### config.mk
export PLATFORM = sky130hd
export DESIGN_NAME = uart_frame_sequencer
export DESIGN_NICKNAME = d
export VERILOG_FILES = /design/src/rtl/uart_pkg.sv /design/src/rtl/uart_gap_timer.sv /design/src/rtl/uart_frame_sequencer.sv
export SDC_FILE = /design/constraint.sdc
export NUM_CORES = 1
export LEC_CHECK = 0
export CORE_MARGIN = 2
export CORE_UTILIZATION = 45
export CTS_BUF_LIST = sky130_fd_sc_hd__clkbuf_2
export DETAILED_ROUTE_END_ITERATION = 8
export PLACE_DENSITY_LB_ADDON = 0.05
export SYNTH_ARGS = -nofsm -noshare
export SYNTH_HDL_FRONTEND = slang
export SYNTH_SLANG_ARGS = --single-unit
### constraint.sdc
create_clock -name clk -period 2.9 [get_ports clk]
set_input_delay 0.58 -clock clk [delete_from_list [all_inputs] [get_ports clk]]
set_output_delay 0.58 -clock clk [all_outputs]
set_load 0.1 [all_outputs]
### src/rtl/uart_pkg.sv
// Shared types and constants for the UART frame sequencer slice.
// Holds the byte width and the FSM state encoding reported on the debug port.
package uart_pkg;

  localparam int BYTE_W = 8;

  typedef enum logic [1:0] {
    ST_IDLE = 2'd0,
    ST_SEND = 2'd1,
    ST_NEXT = 2'd2,
    ST_GAP  = 2'd3
  } state_t;

  localparam logic [2:0] STA_IDLE = 3'd0;
  localparam logic [2:0] STA_SEND = 3'd1;
  localparam logic [2:0] STA_NEXT = 3'd2;
  localparam logic [2:0] STA_GAP  = 3'd3;

  function automatic logic [2:0] to_sta(input state_t s);
    return {1'b0, s};
  endfunction

endpackage

### src/rtl/uart_gap_timer.sv
// Down-counter that times the idle gap between repeated frames.
// load arms it for CYCLES clocks; expire is high on the last of them.
module uart_gap_timer #(
  parameter int unsigned CYCLES = 1000
) (
  input  logic clk,
  input  logic rst,
  input  logic load,
  input  logic enable,
  output logic expire
);

  localparam int unsigned CW = (CYCLES > 1) ? $clog2(CYCLES) : 1;
  localparam logic [CW-1:0] LOAD_VAL = CW'((CYCLES > 0) ? (CYCLES - 1) : 0);

  logic [CW-1:0] count_q;

  always_ff @(posedge clk) begin
    if (!rst) begin
      count_q <= '0;
    end else if (load) begin
      count_q <= LOAD_VAL;
    end else if (enable && (count_q != '0)) begin
      count_q <= count_q - 1'b1;
    end
  end

  assign expire = (count_q == '0);

endmodule

### src/rtl/uart_frame_sequencer.sv
// Splits a latched multi-byte word into a byte stream for a byte UART,
// with optional header byte, selectable byte order and timed repetition.
module uart_frame_sequencer
  import uart_pkg::*;
#(
  parameter int unsigned BYTES      = 5,
  parameter bit          MSB_FIRST  = 1'b1,
  parameter bit          HEADER_EN  = 1'b0,
  parameter logic [7:0]  HEADER     = 8'hAA,
  parameter int unsigned GAP_CYCLES = 1000
) (
  input  logic                    clk,
  input  logic                    rst,
  input  logic                    in_valid,
  input  logic [BYTE_W*BYTES-1:0] in_data,
  output logic                    in_ready,
  input  logic                    repeat_en,
  output logic                    tx_send,
  output logic [BYTE_W-1:0]       tx_data,
  input  logic                    tx_done,
  output logic                    busy,
  output logic [15:0]             frames_sent,
  output logic [2:0]              sta
);

  localparam int unsigned HDR       = HEADER_EN ? 1 : 0;
  localparam int unsigned FRAME_LEN = BYTES + HDR;
  localparam int unsigned IW        = (FRAME_LEN > 1) ? $clog2(FRAME_LEN) : 1;
  localparam logic [IW-1:0] LAST_IDX = IW'(FRAME_LEN - 1);

  state_t                    state_q, state_d;
  logic [IW-1:0]             idx_q, idx_d;
  logic [BYTE_W*BYTES-1:0]   word_q, word_d;
  logic [15:0]               frames_q, frames_d;
  logic                      gap_load, gap_en, gap_expire;
  logic [BYTE_W-1:0]         cur_byte;
  int unsigned               pos;

  uart_gap_timer #(
    .CYCLES (GAP_CYCLES)
  ) u_gap_timer (
    .clk    (clk),
    .rst    (rst),
    .load   (gap_load),
    .enable (gap_en),
    .expire (gap_expire)
  );

  // Byte position within the payload excludes the header slot.
  always_comb begin
    cur_byte = '0;
    pos      = 32'(idx_q) - HDR;
    if (HEADER_EN && (idx_q == '0)) begin
      cur_byte = HEADER;
    end else if (MSB_FIRST) begin
      cur_byte = word_q[BYTE_W*(BYTES-1-pos) +: BYTE_W];
    end else begin
      cur_byte = word_q[BYTE_W*pos +: BYTE_W];
    end
  end

  // NOTE: every signal driven here gets a default first, so no path through
  // the case statement leaves a value unassigned and infers a latch.
  always_comb begin
    state_d  = state_q;
    idx_d    = idx_q;
    word_d   = word_q;
    frames_d = frames_q;
    gap_load = 1'b0;
    gap_en   = 1'b0;
    unique case (state_q)
      ST_IDLE: begin
        if (in_valid) begin
          word_d  = in_data;
          idx_d   = '0;
          state_d = ST_SEND;
        end
      end
      ST_SEND: begin
        if (tx_done) state_d = ST_NEXT;
      end
      ST_NEXT: begin
        if (idx_q != LAST_IDX) begin
          idx_d   = idx_q + 1'b1;
          state_d = ST_SEND;
        end else begin
          frames_d = frames_q + 16'd1;
          idx_d    = '0;
          if (!repeat_en) begin
            state_d = ST_IDLE;
          end else if (GAP_CYCLES == 0) begin
            state_d = ST_SEND;
          end else begin
            state_d  = ST_GAP;
            gap_load = 1'b1;
          end
        end
      end
      ST_GAP: begin
        gap_en = 1'b1;
        if (!repeat_en) begin
          state_d = ST_IDLE;
        end else if (gap_expire) begin
          state_d = ST_SEND;
        end
      end
      default: state_d = ST_IDLE;
    endcase
  end

  // NOTE: sequential state uses non-blocking assignments so every register
  // samples pre-edge values regardless of statement order.
  always_ff @(posedge clk) begin
    if (!rst) begin
      state_q  <= ST_IDLE;
      idx_q    <= '0;
      word_q   <= '0;
      frames_q <= '0;
    end else begin
      state_q  <= state_d;
      idx_q    <= idx_d;
      word_q   <= word_d;
      frames_q <= frames_d;
    end
  end

  assign in_ready    = (state_q == ST_IDLE);
  assign busy        = (state_q != ST_IDLE);
  assign tx_send     = (state_q == ST_SEND);
  assign tx_data     = tx_send ? cur_byte : '0;
  assign frames_sent = frames_q;
  assign sta         = to_sta(state_q);

endmodule

---- After elaboration in Yosys (flattened, before gate mapping) ----
Index checks and enable logic that the tools add are counted.
word-level totals
  flip-flop bits (word level) ............. 71
  input port bits ......................... 45
  output and inout port bits .............. 30
  word-level logic and storage cells ...... 49
cells by class
  $add $sub $neg .......................... 4
  equality and inequality tests ........... 7
  shift-type cells ........................ 1
  muxes and demuxes ....................... 17
  bitwise logic cells ..................... 2
  reduce and logical (&&, ||, !) cells .... 12
operators by type and width
  operator                 number
  $shiftx A40 B33 Y8       1
  $mux W10                 2
  $add A16 B1 Y16 const B  1
  $mux W2                  6
  $logic_not A10 Y1        1
  $reduce_bool A10 Y1      1
  $sub A10 B1 Y10 const B  1
  $mux W8                  1
  $pmux W2 S4              1
  $mux W3                  2
  $ne A3 B3 Y1 const B     2
  $pmux W3 S2              1
  $reduce_and A2 Y1        3
  $reduce_bool A2 Y1       3
  $eq A2 B2 Y1 const B     2
  $mux W1                  4
  $sub A3 B3 Y4 const A    1
  $add A3 B1 Y3 const B    1
  $reduce_and A3 Y1        1
  $eq A2 B1 Y1 const B     1
  $logic_not A2 Y1         1
  $ne A2 B1 Y1 const B     1
  $ne A2 B2 Y1 const B     1
  $not A1 Y1               2
  other kinds (2)          2

---- Longest topological paths before layout ----
Gate-level depths: netlist (run 1).
  word-level depth ........................ 5
  gate-level depth with buffers ........... 9
  mapped depth without buffers ............ 7

---- Cells and area by module ----
A second synthesis (run 1) with hierarchy kept.
second synthesis, totals
  cells, all modules ...................... 395
  area, all modules ....................... 3325.7 µm²
by module, submodules not included
  module                instances  cells each  area an instance (µm²)  seq. area each (µm²)
  uart_frame_sequencer  1          333         2768.9                  1221.2
  uart_gap_timer        1          62          556.8                   200.2

---- Worst setup path after synthesis (run 1) ----
Ideal clock, no wire load.
  kind .................................... flip-flop to output port
  start ................................... register state_q[0]
  end ..................................... output port tx_data[0]
  data arrival time ....................... 4.593 ns
  data required time ...................... 2.320 ns
  setup slack ............................. -2.273 ns
  stages on the path, launching flop included .. 5
  path buffers ............................ 1
  cells stage by stage .................... dfxtp_1 > clkbuf_1 > nor2b_1 > nand2_1 > nor2_1
between the ends
  word-level cells in the longest chain between the ends .. 2
ends and longest elaborated chain
  element                   line                         source
  start: declaration        uart_frame_sequencer.sv:31   state_t state_q, state_d;
  start signal: assignment  uart_frame_sequencer.sv:120  state_q <= state_d;
  $eq A2 B1 Y1              uart_frame_sequencer.sv:129  assign tx_send = (state_q == ST_SEND);
  via tx_send               uart_frame_sequencer.sv:18   output logic tx_send,
  $mux W8                   uart_frame_sequencer.sv:130  assign tx_data = tx_send ? cur_byte : '0;
  end: declaration          uart_frame_sequencer.sv:19   output logic [BYTE_W-1:0] tx_data,
The timed path passes the listed nets, and every way through them passes these cells.

---- Final worst setup path (run 1) ----
  start ................................... register idx_q[0]
  end ..................................... output port tx_data[4]
between the ends
  word-level cells in the longest chain between the ends .. 3
ends and longest elaborated chain
  element                   line                         source
  start: declaration        uart_frame_sequencer.sv:32   logic [IW-1:0] idx_q, idx_d;
  start signal: assignment  uart_frame_sequencer.sv:121  idx_q <= idx_d;
  $sub A3 B3 Y4             uart_frame_sequencer.sv:56   cur_byte = word_q[BYTE_W*(BYTES-1-pos) +: BYTE_W];
  $shiftx A40 B33 Y8        uart_frame_sequencer.sv:56
  $mux W8                   uart_frame_sequencer.sv:130
No other way between the ends.

==> qor.txt, run 1 <==
Power per Cell Area -> 479 nW/um^2
Hold Path Depth -> 2
Mean Syn Cell Area -> 8.24 um^2
Max-Cap Viols -> 0
gpl congestion -> 0.855
Setup Skew -> 26.7 ps
CTS tree -> done
post-detail-place hpwl -> 5530 um
initial antenna violation count -> 0
I/O Pins -> 75
Final nets -> 507
share of layout cells above drive strength 1 -> 18.6%
Chip Width -> 88.5 um
commonest register cell after synthesis -> dfxtp_1
total power -> 2080 uW
wl on met1 -> 3880 um
Commonest cells post-synth -> nand2_1 (92), dfxtp_1 (71), a21oi_1 (52), nor2_1 (27), clkbuf_1 (19)
Inst Count DP -> 539
via/cell ratio -> 5.33
Antenna diodes -> 0
Worst Setup EP -> tx_data[4]
hold buffers post-CTS -> 0
final cell count without fillers -> 558
vias in the first global route -> 2540
post-layout min period -> 2750 ps
Pre-antenna DRT Iters -> 4
Worst Setup SP -> idx_q[0]$_SDFFE_PN0P_
die area -> 7830 um^2
TritonCTS sink count -> 71
largest net degree at the start of global routing -> 44
1st-iter DRT viols -> 182
WL met3 -> 453 um
Final Hold Violating Endpoints -> 0
Critical Path Fanout Max -> 9
sequential-to-total area share from yosys stat -> 44.3%
final worst slack -> 149 ps
synth top area cells -> dfxtp_1 (44%), nand2_1 (11%), a21oi_1 (8.1%)
Layout Utilization -> 63.3%
Yosys cell types -> 41
unrepaired setup endpoints after global routing -> yes
Final period util -> 94.8%
Total Wirelength -> 7780 um
Final Max Tran Viols -> 0
fmax -> 364 MHz
Cell Area, Synth -> 3210 um^2
worst-margin pin slew -> 585 ps
worst reg2reg path depth -> 7
endpoint class of the critical path -> output port
slew margin rel. -> 60.6%
CTS H-tree lvls -> 3
Worst R2R End -> frames_sent[15]$_SDFFE_PN0P_
post-DR wirelength/cell -> 13.9 um
row cnt -> 30
DIE HEIGHT -> 88.5 um
FF+latch count, synth -> 71
first-pass GRT wire length -> 12400 um
Worst-Skew Late Latency -> 510 ps
peak supply drop -> 0.000238 V
Final Setup Violations -> 0
Post-synth EDFFs -> 0
CP Launch Type -> flop
Reg2Reg Setup Slack -> 900 ps
clk slew on worst S/H paths -> 200 ps
DRC errors left -> 0
Port Buffers -> 73
YS warnings -> 0
share of the synthesized area in the top cell type -> 44.3%
met2 WL post-DR -> 3340 um
Post-Synthesis Cells -> 390
CTS root buf -> clkbuf_2
area grow syn2layout -> 35.4%
via count -> 2976
setup tns final -> 0 ps
global route total overflow -> 0
Crit path required time -> 2320 ps
Leak -> 0.00158 uW
leading area contributor after synthesis -> dfxtp_1
Async S/R FF share, synth -> 0%
All-Layer GR Usage -> 20.7%
CTS Buffer Depth -> 2
Core ar. -> 6870 um^2
top-count cell post-synth -> nand2_1
Starting Density -> 46.8%
Syn Nets -> 440
Hold/Removal Path Class -> flop to flop
RR Startpoint -> idx_q[0]$_SDFFE_PN0P_
CP Class -> flop to output port
TritonCTS Buffers -> 9
status -> completed
fillers -> 627
pre-CTS WS -> 287 ps
DR top layer -> met4
CP arrival -> 2170 ps
Post-DRT Antenna Nets -> 0
==> worst min-delay path by stage <==
stage               slack (ps)                       to               startpoint
floorplan                  430  word_q[16]$_SDFFE_PN0P_  word_q[16]$_SDFFE_PN0P_
global placement           440   word_q[9]$_SDFFE_PN0P_   word_q[9]$_SDFFE_PN0P_
detailed placement         450   word_q[9]$_SDFFE_PN0P_   word_q[9]$_SDFFE_PN0P_
CTS                        470   word_q[9]$_SDFFE_PN0P_   word_q[9]$_SDFFE_PN0P_
global route               490   word_q[9]$_SDFFE_PN0P_   word_q[9]$_SDFFE_PN0P_
finish                     470   word_q[9]$_SDFFE_PN0P_   word_q[9]$_SDFFE_PN0P_
==> cell families (layout without fill, tap and decap cells) <==
family	after synthesis	count (layout)	synth area share [%]
mux	9	9	5.92
compound gates	87	87	15.6
fa+ha+maj	5	5	1.95
other cells	1	1	0.117
flops	71	71	44.3
xor+xnor	11	11	3.00
simple gates	172	172	24.9
buf+inv	34	106	4.29
==> per-stage QoR <==
step / cell area (um^2) / hold WS, ps
2_1_floorplan: 3310 / 433
4_1_cts: 4320 / 470
3_3_place_gp: 4140 / 441
5_1_grt: 4350 / 489
6_report: 4350 / 469
3_5_place_dp: 4140 / 447
==> critical path, cell delays in order, from the launching register on <==
cell and delay, ps:
dfxtp_2 360, inv_1 60, ha_4 160, ha_4 270, clkinv_4 90, nor3_4 150
buf_4 150, a22oi_1 110, nor2_4 140, buf_12 180
==> power breakdown <==
part           switching, uW  leakage [uW]  internal (uW)
combinational            222      0.000913            153
clock                    367     0.0000823            287
sequential              34.4      0.000580           1020
total                    624       0.00158           1460
==> sequential cells by signal, indices dropped and copies added, names as in the netlist <==
register,count
word_q,40
idx_q,3
u_gap_timer.count_q,10
state_q,2
frames_sent,16
==> metal layers <==
layer	up-vias	global-route usage [%]
met5	-	0
met1	1382	32.0
met4	0	8.26
met3	10	4.01
met2	86	28.2
li1	1498	-
==> repair_timing <==
action	CTS	global route
hold endpoints to repair	0	0
buffers inserted	3	0
pin swaps	1	4
endpoints found under the setup margin	8	8
resized for setup	5	4
==> cell type report <==
type                    instances  area, um^2  share of cell area, %
multi-input cells             285        1780                   41.0
flip-flops and latches         71        1430                   32.9
repair buffers                 82         842                   19.4
well taps                      96         120                   2.76
clock inverters                 7        95.1                   2.19
clock buffers                   9        45.0                   1.04
inverters                       8        35.0                  0.806
==> cells in the final DEF, fill, tap and decap left out, types with 3 or more instances in the layout <==
cell type,Yosys,routed
nor2_4,0,9
o21ai_0,9,9
clkdlybuf4s50_1,0,44
a31oi_1,4,4
nand4_1,6,6
nor2_1,27,18
o31ai_1,3,3
clkbuf_2,0,9
inv_1,7,6
dfxtp_1,71,67
nor3_1,7,6
mux4_2,8,8
nand2_1,92,91
a22oi_1,8,7
dfxtp_2,0,3
a21oi_1,52,52
and3_1,4,4
or3_1,5,5
xor2_1,7,7
xnor2_1,4,4
a211oi_1,8,8
ha_1,5,3
or4_1,6,6
nand3_1,8,8
buf_4,1,28
buf_12,0,9
(Power assumes the default switching activity.)
==> run 2: changes to the inputs <==
==> constraint.sdc (replaced) <==
create_clock -name clk -period 2.35 [get_ports clk]
set_input_delay 0.47 -clock clk [delete_from_list [all_inputs] [get_ports clk]]
set_output_delay 0.47 -clock clk [all_outputs]
set_load 0.1 [all_outputs]
==> qor.txt, run 2 (synthesis gave the netlist of run 1 again) <==
status -> finished, violations left (was completed)
failing checks -> negative setup slack
hold buffers post-CTS -> 0 (unchanged)
post-DR wirelength/cell -> 14.0 um (was 13.9 um)
via/cell ratio -> 5.29 (was 5.33)
worst-margin pin slew -> 669 ps (was 585 ps)
I/O Pins -> 75 (unchanged)
die area -> 7830 um^2 (unchanged)
Chip Width -> 88.5 um (unchanged)
Power per Cell Area -> 559 nW/um^2 (was 479 nW/um^2)
gpl congestion -> 0.757 (was 0.855)
DIE HEIGHT -> 88.5 um (unchanged)
vias in the first global route -> 2686 (was 2540)
Final Setup Violations -> 8 (was 0)
most common cell after layout, fill and taps aside -> nand2_1 (unchanged)
met2 usage -> 32.3% (was 28.2%)
post-detail-place hpwl -> 5460 um (was 5530 um)
Critical Path Fanout Max -> 10 (was 9)
global route total overflow -> 0 (unchanged)
Post-DRT Antenna Nets -> 0 (unchanged)
Max-Cap Viols -> 0 (unchanged)
Hold/Removal Path Class -> flop to flop (unchanged)
TritonCTS Buffers -> 9 (unchanged)
Pre-antenna DRT Iters -> 4 (unchanged)
slew margin rel. -> 55.0% (was 60.6%)
Final nets -> 510 (was 507)
Final Hold Violating Endpoints -> 0 (unchanged)
Total Wirelength -> 7870 um (was 7780 um)
hold slack -> 469 ps (about the same)
Worst-Skew Late Latency -> 500 ps (was 510 ps)
final worst slack -> -230 ps (was 149 ps)
Port Buffers -> 73 (unchanged)
first-pass GRT wire length -> 13000 um (was 12400 um)
initial antenna violation count -> 0 (unchanged)
total power -> 2480 uW (was 2080 uW)
Most Crowded Layer GR -> met2 (was met1)
share of layout cells above drive strength 1 -> 21.1% (was 18.6%)
largest net degree at the start of global routing -> 53 (was 44)
most frequent cells in the layout -> nand2_1 (91), dfxtp_1 (64), a21oi_1 (52) (was nand2_1 (91), dfxtp_1 (67), a21oi_1 (52))
Core ar. -> 6870 um^2 (unchanged)
All-Layer GR Usage -> 21.3% (was 20.7%)
Final Max Tran Viols -> 0 (unchanged)
met1 usage -> 30.9% (was 32.0%)
Starting Density -> 46.8% (unchanged)
Antenna diodes -> 0 (unchanged)
post-layout min period -> 2580 ps
clk slew on worst S/H paths -> 200 ps (about the same)
CTS tree -> done (unchanged)
CTS Buffer Depth -> 2 (unchanged)
Global Route met3 Usage -> 3.54% (was 4.01%)
Cell Area, Placed -> 4300 um^2 (was 4140 um^2)
Biggest register -> word_q (unchanged)
endpoint class of the critical path -> output port (unchanged)
via count -> 2969 (was 2976)
unrepaired setup endpoints after global routing -> yes (unchanged)
max reg flops -> 40 (unchanged)
post-route cell area -> 4430 um^2 (was 4350 um^2)
CP Launch Type -> flop (unchanged)
1st-iter DRT viols -> 122 (was 182)
DRC errors left -> 0 (unchanged)
Leak -> 0.00160 uW (was 0.00158 uW)
Crit path required time -> 1880 ps (was 2320 ps)
row cnt -> 30 (unchanged)
CP arrival -> 2110 ps (was 2170 ps)
Final period util -> 110%
CTS H-tree lvls -> 3 (unchanged)
peak supply drop -> 0.000323 V (was 0.000238 V)
CTS root buf -> clkbuf_2 (unchanged)
Setup Skew -> 22.7 ps (was 26.7 ps)
TritonCTS sink count -> 71 (unchanged)
fmax -> 388 MHz
CP Class -> flop to output port (unchanged)
area grow syn2layout -> 37.9% (was 35.4%)
==> run 2: cell count changes in the layout (fill, tap and decap cells not counted), sizes merged <==
cell	previous run	this run
buf	38	41
bufinv	2	1
clkbuf	9	10
==> run 2: path summary, 6_finish.rpt <==
kind,from,endpoint,cells past startpoint,slack [ps]
max,idx_q[0]$_SDFFE_PN0P_,tx_data[6],6,-230
min,word_q[3]$_SDFFE_PN0P_,word_q[3]$_SDFFE_PN0P_,2,470
max reg2reg,idx_q[0]$_SDFFE_PN0P_,frames_sent[13]$_SDFFE_PN0P_,7,320
min reg2reg,word_q[3]$_SDFFE_PN0P_,word_q[3]$_SDFFE_PN0P_,2,470
==> run 2: area by class of cell <==
cell class                 instances  area (um^2)
fill                             612         2440
clock inverter                     6         60.1
inverter                           8         45.0
clock buffer                      10         50.0
tap                               96          120
timing repair buffer              85          893
multi-input combinational        285         1830
sequential                        71         1440
==> run 2: critical path, stage by stage (launching register included) <==
cell	delay (ps)
dfxtp_4	410
inv_4	40
ha_4	350
mux4_2	340
a22oi_2	240
nor2_4	70
buf_12	160
==> run 2: timing repair <==
action | 4_1_cts | 5_1_grt
pin swaps | 10 | 0
gates cloned | 0 | 0
resized for setup | 3 | 0
endpoints found under the setup margin | 8 | 8
setup buffers | 2 | 0
==> run 2: power by group <==
| group | switching, uW | leakage (uW) | internal [uW] | total (uW) |
|---|---|---|---|---|
| clock network | 443 | 0.0000675 | 246 | 689 |
| registers | 37.3 | 0.000582 | 1250 | 1290 |
| logic | 287 | 0.000948 | 207 | 494 |
| total | 767 | 0.00160 | 1710 | 2480 |
==> run 2: per-layer routing <==
| layer | vias to the layer above | routed length [um] |
|---|---|---|
| met3 | 11 | 284 |
| met2 | 62 | 3640 |
| met4 | 0 | 121 |
| met5 | - | 0 |
| met1 | 1388 | 3830 |
| li1 | 1508 | - |
==> run 2: stage by stage <==
step | setup TNS (ps) | util (%) | setup slack [ps] | instances
4_1_cts | -1900 | 64.5 | -243 | 561
6_report | -1740 | 64.5 | -230 | 561
3_3_place_gp | 0 | 62.5 | 177 | 543
2_1_floorplan | -1990 | - | -254 | 390
5_1_grt | -2510 | 64.5 | -323 | 561
3_5_place_dp | 0 | 62.5 | 115 | 543
==> run 3: changes to the inputs <==
--- a/config.mk
+++ b/config.mk
@@ -8,6 +8,7 @@
 export CORE_MARGIN = 2
 export CORE_UTILIZATION = 45
 export CTS_BUF_LIST = sky130_fd_sc_hd__clkbuf_2
+export CTS_CLUSTER_DIAMETER = 50
 export DETAILED_ROUTE_END_ITERATION = 8
 export PLACE_DENSITY_LB_ADDON = 0.05
 export SYNTH_ARGS = -nofsm -noshare
==> results of run 3 <==
No change in the layout: final DEF, timing and power equal those of run 2.
